===== src/rtl/fetch_stage.sv =====
// Instruction-fetch stage with IF/ID pipeline register. It owns the PC and runs a
// single-outstanding req/gnt/rvalid handshake to instruction memory.
module fetch_stage #(
    parameter logic [31:0] RESET_PC  = 32'h0000_0000,
    parameter logic [31:0] NOP_INSTR = 32'h0000_0013
) (
    input  logic        clk,
    input  logic        rst_n,
    output logic        imem_req,
    output logic [31:0] imem_addr,
    input  logic        imem_gnt,
    input  logic        imem_rvalid,
    input  logic [31:0] imem_rdata,
    input  logic        stall_i,
    input  logic        redirect_i,
    input  logic [31:0] redirect_pc_i,
    output logic        ifid_valid,
    output logic [31:0] ifid_pc,
    output logic [31:0] ifid_pc4,
    output logic [31:0] ifid_instr,
    output logic [6:0]  ifid_opcode
);

    typedef enum logic [1:0] {
        S_REQ  = 2'd0,
        S_RESP = 2'd1,
        S_HOLD = 2'd2,
        S_DROP = 2'd3
    } state_t;

    state_t      r_state;
    state_t      w_state_next;
    logic [31:0] r_pc;
    logic [31:0] w_pc_next;
    logic [31:0] r_req_pc;
    logic [31:0] w_req_pc_next;
    logic [31:0] r_hold_pc;
    logic [31:0] w_hold_pc_next;
    logic [31:0] r_hold_instr;
    logic [31:0] w_hold_instr_next;

    logic        r_ifid_valid;
    logic        w_ifid_valid_next;
    logic [31:0] r_ifid_pc;
    logic [31:0] w_ifid_pc_next;
    logic [31:0] r_ifid_pc4;
    logic [31:0] w_ifid_pc4_next;
    logic [31:0] r_ifid_instr;
    logic [31:0] w_ifid_instr_next;

    logic        w_load;
    logic [31:0] w_load_pc;
    logic [31:0] w_load_instr;
    logic        w_outstanding;

    // A request is still in flight if it was granted now or its response has not arrived.
    assign w_outstanding = ((r_state == S_REQ) && imem_gnt) ||
                           ((r_state == S_RESP) && !imem_rvalid) ||
                           ((r_state == S_DROP) && !imem_rvalid);

    always_comb begin
        w_state_next      = r_state;
        w_pc_next         = r_pc;
        w_req_pc_next     = r_req_pc;
        w_hold_pc_next    = r_hold_pc;
        w_hold_instr_next = r_hold_instr;
        w_load            = 1'b0;
        w_load_pc         = r_req_pc;
        w_load_instr      = imem_rdata;

        case (r_state)
            S_REQ: begin
                if (imem_gnt) begin
                    w_req_pc_next = r_pc;
                    w_pc_next     = r_pc + 32'd4;
                    w_state_next  = S_RESP;
                end
            end
            S_RESP: begin
                if (imem_rvalid) begin
                    if (!stall_i) begin
                        w_load       = 1'b1;
                        w_state_next = S_REQ;
                    end else begin
                        w_hold_pc_next    = r_req_pc;
                        w_hold_instr_next = imem_rdata;
                        w_state_next      = S_HOLD;
                    end
                end
            end
            S_HOLD: begin
                if (!stall_i) begin
                    w_load       = 1'b1;
                    w_load_pc    = r_hold_pc;
                    w_load_instr = r_hold_instr;
                    w_state_next = S_REQ;
                end
            end
            S_DROP: begin
                if (imem_rvalid) begin
                    w_state_next = S_REQ;
                end
            end
            default: w_state_next = S_REQ;
        endcase

        w_ifid_valid_next = r_ifid_valid;
        w_ifid_pc_next    = r_ifid_pc;
        w_ifid_pc4_next   = r_ifid_pc4;
        w_ifid_instr_next = r_ifid_instr;
        if (w_load) begin
            w_ifid_valid_next = 1'b1;
            w_ifid_pc_next    = w_load_pc;
            w_ifid_pc4_next   = w_load_pc + 32'd4;
            w_ifid_instr_next = w_load_instr;
        end else if (!stall_i) begin
            w_ifid_valid_next = 1'b0;
            w_ifid_instr_next = NOP_INSTR;
        end

        // Redirect beats everything, including a stall from the hazard unit.
        if (redirect_i) begin
            w_pc_next         = {redirect_pc_i[31:2], 2'b00};
            w_ifid_valid_next = 1'b0;
            w_ifid_instr_next = NOP_INSTR;
            w_hold_pc_next    = 32'd0;
            w_hold_instr_next = NOP_INSTR;
            w_state_next      = w_outstanding ? S_DROP : S_REQ;
        end
    end

    always_ff @(posedge clk or negedge rst_n) begin
        if (!rst_n) begin
            r_state      <= S_REQ;
            r_pc         <= RESET_PC;
            r_req_pc     <= 32'd0;
            r_hold_pc    <= 32'd0;
            r_hold_instr <= NOP_INSTR;
            r_ifid_valid <= 1'b0;
            r_ifid_pc    <= 32'd0;
            r_ifid_pc4   <= 32'd0;
            r_ifid_instr <= NOP_INSTR;
        end else begin
            r_state      <= w_state_next;
            r_pc         <= w_pc_next;
            r_req_pc     <= w_req_pc_next;
            r_hold_pc    <= w_hold_pc_next;
            r_hold_instr <= w_hold_instr_next;
            r_ifid_valid <= w_ifid_valid_next;
            r_ifid_pc    <= w_ifid_pc_next;
            r_ifid_pc4   <= w_ifid_pc4_next;
            r_ifid_instr <= w_ifid_instr_next;
        end
    end

    // Request is gated by reset so the bus is quiet while rst_n is low.
    assign imem_req    = rst_n && (r_state == S_REQ);
    assign imem_addr   = r_pc;
    assign ifid_valid  = r_ifid_valid;
    assign ifid_pc     = r_ifid_pc;
    assign ifid_pc4    = r_ifid_pc4;
    assign ifid_instr  = r_ifid_instr;
    assign ifid_opcode = r_ifid_instr[6:0];

endmodule


===== config.mk =====
export PLATFORM = sky130hd
export DESIGN_NAME = fetch_stage
export DESIGN_NICKNAME = d
export VERILOG_FILES = /design/src/rtl/fetch_stage.sv
export SDC_FILE = /design/constraint.sdc
export NUM_CORES = 1
export LEC_CHECK = 0
export BUFFER_PORTS_ARGS = -buffer_cell sky130_fd_sc_hd__buf_2
export CAP_MARGIN = 15
export CORE_MARGIN = 3
export CORE_UTILIZATION = 50
export DETAILED_ROUTE_END_ITERATION = 6
export PLACE_DENSITY = 0.75
export RECOVER_POWER = 25
export SLEW_MARGIN = 20
export SYNTH_ARGS = -nofsm -noshare
export SYNTH_HDL_FRONTEND = slang
export SYNTH_SLANG_ARGS = --single-unit

===== constraint.sdc =====
create_clock -name clk -period 3.5 [get_ports clk]
set_input_delay 0.875 -clock clk [delete_from_list [all_inputs] [get_ports clk]]
set_output_delay 0.875 -clock clk [all_outputs]
set_load 0.01 [all_outputs]

Word-level counts from Yosys, hierarchy flattened:

Index checks and enable logic that the tools add are counted.

* bits in registers: 227

* equality and inequality tests: 8
* mux-type cells: 30
* reductions and logical operators: 16
* add/subtract/negate cells: 2

Operators with widths (count)
* $mux 32: 16
* $add 32x3->32 const B: 2
* $mux 2: 7
* $ne 3x3->1 const B: 4
* $pmux 2 s4: 1
* $reduce_bool 2->1: 4
* $reduce_and 2->1: 3
* $mux 1: 5
* $eq 2x2->1 const B: 2
* $logic_and 1x1->1: 4
* $reduce_and 4->1: 1
* $ne 3x1->1 const B: 1
* $eq 2x1->1 const B: 1
* $logic_not 2->1: 1
* $logic_or 1x1->1: 2
* $pmux 1 s2: 1
* $logic_not 1->1: 1

Depth between registers and ports, before layout:

* depth after elaboration: 6
* mapped depth: 16

Worst setup path before layout:

Ideal clock, no wire load.

* kind: input -> register
* start point: in stall_i
* end point: reg r_ifid_pc4[30], in the netlist ifid_pc4[30]
* buffers on the path: 5
* slack: -545 ps
* arrival: 3919 ps
* stages on the path: 14
* cells stage by stage: buf_6 nand2b_4 buf_6 buf_2 buf_1 clkbuf_1 nand2_1 nand2_1 ha_1 nand2_1 mux2i_1 nand4b_1 or4_1 a221o_1

* cells in the longest elaborated chain, start to end: 3

Ends and longest elaborated chain
* from (decl): line 14 `input logic stall_i,`
* $mux 32
* $mux 32: line 71 `case (r_state)`
* named net w_load_pc[3]: line 52 `logic [31:0] w_load_pc;`
* $add 32x3->32: line 114 `w_ifid_pc4_next = w_load_pc + 32'd4;`
* to (signal assigned): line 151 `r_ifid_pc4 <= w_ifid_pc4_next;`
* to (decl): line 46 `logic [31:0] r_ifid_pc4;`

The timed path passes the listed nets, and every way through them passes these cells.
A chain may end at the register's enable or synchronous reset.

Worst setup path in the final report:

* start point: reg r_state[0]
* end point: reg r_ifid_pc4[28], in the netlist ifid_pc4[28]

* cells in the longest elaborated chain, start to end: 3

Ends and longest elaborated chain
* from (decl): line 31 `state_t r_state;`
* from (signal assigned): line 144 `r_state <= w_state_next;`
* $eq 2x2->1: line 71
* $mux 32: line 71
* named net w_load_pc[2]: line 52
* $add 32x3->32: line 114

The timed path passes the listed nets, and every way through them passes these cells.

==> results.md <==
* Status: finished, violations left
* Failing checks: max-capacitance violations, max-slew violations
* Area leader, netlist: dfrtp_1
* Max-slew violations at 126
* Synth warn at 0
* WP data required at 3.89 ns
* WP data arrival at ~3.5 ns
* Sum Neg Setup Slack at 0 ns
* Synth Flop Type: dfrtp_1
* CP max stage delay at ~0.43 ns
* Total gr overflow at 0
* Period utilisation layout at 0.889
* Reg clk slew, reported paths at 0.06 ns
* Syn Area/Cell at roughly 9.6 um2
* CTS tree: yes
* Setup-failing EPs final at 0
* Largest net degree at the start of global routing at ~130
* IO Port Bufs at between 200 and 250
* Detailed placer's ending HPWL at around 18 mm
* Rel. slew slack at -0.139
* Post-synthesis sequential area ratio at 0.537
* DP Worst Slack at approximately 0.20 ns
* Cells after Synth at approximately 1.1k
* Total wire length at roughly 26 mm
* CTS Hold Buffers Added at 0
* Row cnt at 51
* Core ar. at between 0.015 and 0.02 mm2
* Worst setup EP type: flip-flop
* Fin nets at 1319
* WL per Instance at approximately 17 um
* I/O Pins at about 210
* Die width at roughly 150 um
* RR Endpoint: ifid_pc4[28]
* Total power per unit cell area at 680 mW/mm2
* Number of synthesized flops with an enable pin at 0
* Via count of the first global-routing pass at 8005
* Initial antenna violation count at 2
* Worst hold path class: input pin to async pin
* H-Tree Depth at 1
* Drt via density at roughly 5.4
* Worst-Margin Slew at around 1.7 ns
* Number of setup buffers added after CTS at 0
* RSZ-0062 raised after global routing: false
* Die area at between 0.02 and 0.025 mm2
* Overall global routing resource usage at 0.232
* Critical path, cell by cell: inv_1, ha_1, nand2b_4, mux2_2, ha_1, nand2_1, mux2i_2, nand4b_1, buf_4, nor4_2, mux2i_1, nand3_1
* Initial Util at 0.519
* Delay-heaviest family, CP: simple AND/OR/NAND/NOR gates
* Die Ht at about 150 um
* Drt pass-1 iters at 7
* Bufs and invs on worst path at 2
* Final Skew at 0.00715 ns
* Synth top area cells: dfrtp_1, nand2_1, mux2i_1
* Leakage at ~6.1 nW
* Post-Synthesis Cell Area at a little over 0.01 mm2
* Bufs on Longest Clock Path at 3
* Via count at around 8.3k
* DRC violations left at 0
* Reg2reg start: r_state[0]
* Fin util at 0.624
* Total CTS buffers at 24
* Distinct cells, synth at 49
* Global-route wire length before repair at 42.3 mm
* Tmin final at 3.11 ns
* Layout cells sized above 1 at 0.229
* Layout area overhead at 20.2%
* DR iter-0 viols at between 500 and 600
* Startpoint types: flip-flop
* Hold Fails Final Rpt at 0
* Asr flop ratio synth at 1.00
* Cell count after placement at between 1k and 1.5k
* Max-cap violations at 1
* Fin cells at between 1.5k and 2k
* # resized after CTS at 0
* GP Congestion at between 0.8 and 0.9
* R2R Setup Slk at between 0.3 and 0.4 ns
* CTS Sinks at 221
* Worst r2r path cells at 12
* Seq cells post-synth at between 200 and 250
* FMAX at roughly 320 MHz
* Worst path slowest cell: nor4_2
* Worst Setup Slack, final at between 0.3 and 0.4 ns
* Clk Tree Root Cell: clkbuf_16
* Worst vdd ir at around 0.34 mV
* Clk Latency, worst-skew pair at between 0.5 and 0.6 ns
* Crit Path Class: flip-flop to flip-flop
* Worst Path Max Fanout at 10
* ANT nets after route at 0
* Crit path top cell by count: ha_1
* Yosys top cell area share at 0.522
[cell type report]
type | count | area (um2)
Fill cell | 1667 | 7460
Sequential cell | 221 | 5540
Multi-Input combinational cell | 766 | 4420
Timing Repair Buffer | 224 | 1210
Clock buffer | 36 | 707
Tap cell | 265 | 332
Clock inverter | 7 | 160
Inverter | 6 | 22.5
Antenna cell | 1 | 2.50
[routing by layer]
metal	share of wire	vias to the layer above	routed length [um]	track usage
li1	-	3964	-	-
met1	0.45	4020	11600	0.337
met2	0.46	256	12100	0.362
met3	0.074	36	1940	0.0472
met4	0.016	2	430	0.0558
met5	0.00035	-	9	0
[synthesized netlist by cell type, types with 8 or more instances]
library cell / count
nand3_1: 21
and3_1: 11
nand2_1: 314
xor2_1: 33
nor2_1: 26
buf_4: 11
xnor2_1: 19
mux2i_1: 70
buf_1: 11
o21ai_0: 102
mux2_2: 12
a22o_1: 31
a21oi_1: 34
dfrtp_1: 215
nand4_1: 10
nor3_1: 8
clkbuf_1: 50
[cell usage in the layout, fill, tap and decap left out, drive strengths merged, types with 5 or more instances in the layout]
cell,n
nand2,314
buf,222
dfrtp,215
o21ai,102
mux2i,70
clkbuf,38
a21oi,34
xor2,33
a22o,31
nor2,26
nand3,21
xnor2,19
mux2,12
and3,11
nand4,10
nor4,9
nor3,8
and2,7
a31oi,7
inv,6
nand3b,6
ha,6
dfstp,6
a21o,5
bufinv,5
nor2b,5
[cells by family after synthesis]
family                     after synthesis  share of synthesized area
AOI/OAI and AO/OA                      190                      0.109
xor gates and xnor gates                52                     0.0442
adders and majority gates                6                    0.00728
buffers and inverters                   84                     0.0365
DFF                                    221                      0.537
muxes                                   82                     0.0811
other                                    1                   0.000364
and+or+nand+nor                        434                      0.184
[registers in the layout (all words and copies together) (netlist names)]
name	count
ifid_instr	32
r_req_pc	30
ifid_pc	32
r_hold_instr	32
imem_addr	30
r_state	2
ifid_pc4	30
ifid_valid	1
r_hold_pc	32
[worst max-delay path by stage]
stage / start / to / slack (ns) / cells after the start
after floorplan: stall_i / ifid_pc4[30] / 0.03 / 14
after global placement: stall_i / ifid_pc4[31] / 0.24 / 8
after detailed placement: stall_i / ifid_pc4[26] / 0.20 / 11
after CTS: r_state[0] / ifid_pc4[26] / 0.39 / 12
after global routing: r_state[0] / ifid_pc4[31] / 0.15 / 9
final: r_state[0] / ifid_pc4[28] / 0.39 / 12
[stage by stage]
stage | power (mW) | instance area (um2) | hold WS [ns]
floorplan | 4.78 | 10300 | 0.454
global placement | 5.62 | 11500 | 0.455
detailed placement | 5.70 | 11500 | 0.462
CTS | 8.48 | 12400 | 0.261
global route | 8.89 | 12400 | 0.273
finish | 8.42 | 12400 | 0.259
[power by group]
group | internal (mW) | switching, mW | total, mW
clock | 1.76 | 1.00 | 2.76
sequential | 3.09 | 0.488 | 3.57
combinational | 0.850 | 1.24 | 2.09
(Power assumes the default switching activity.)
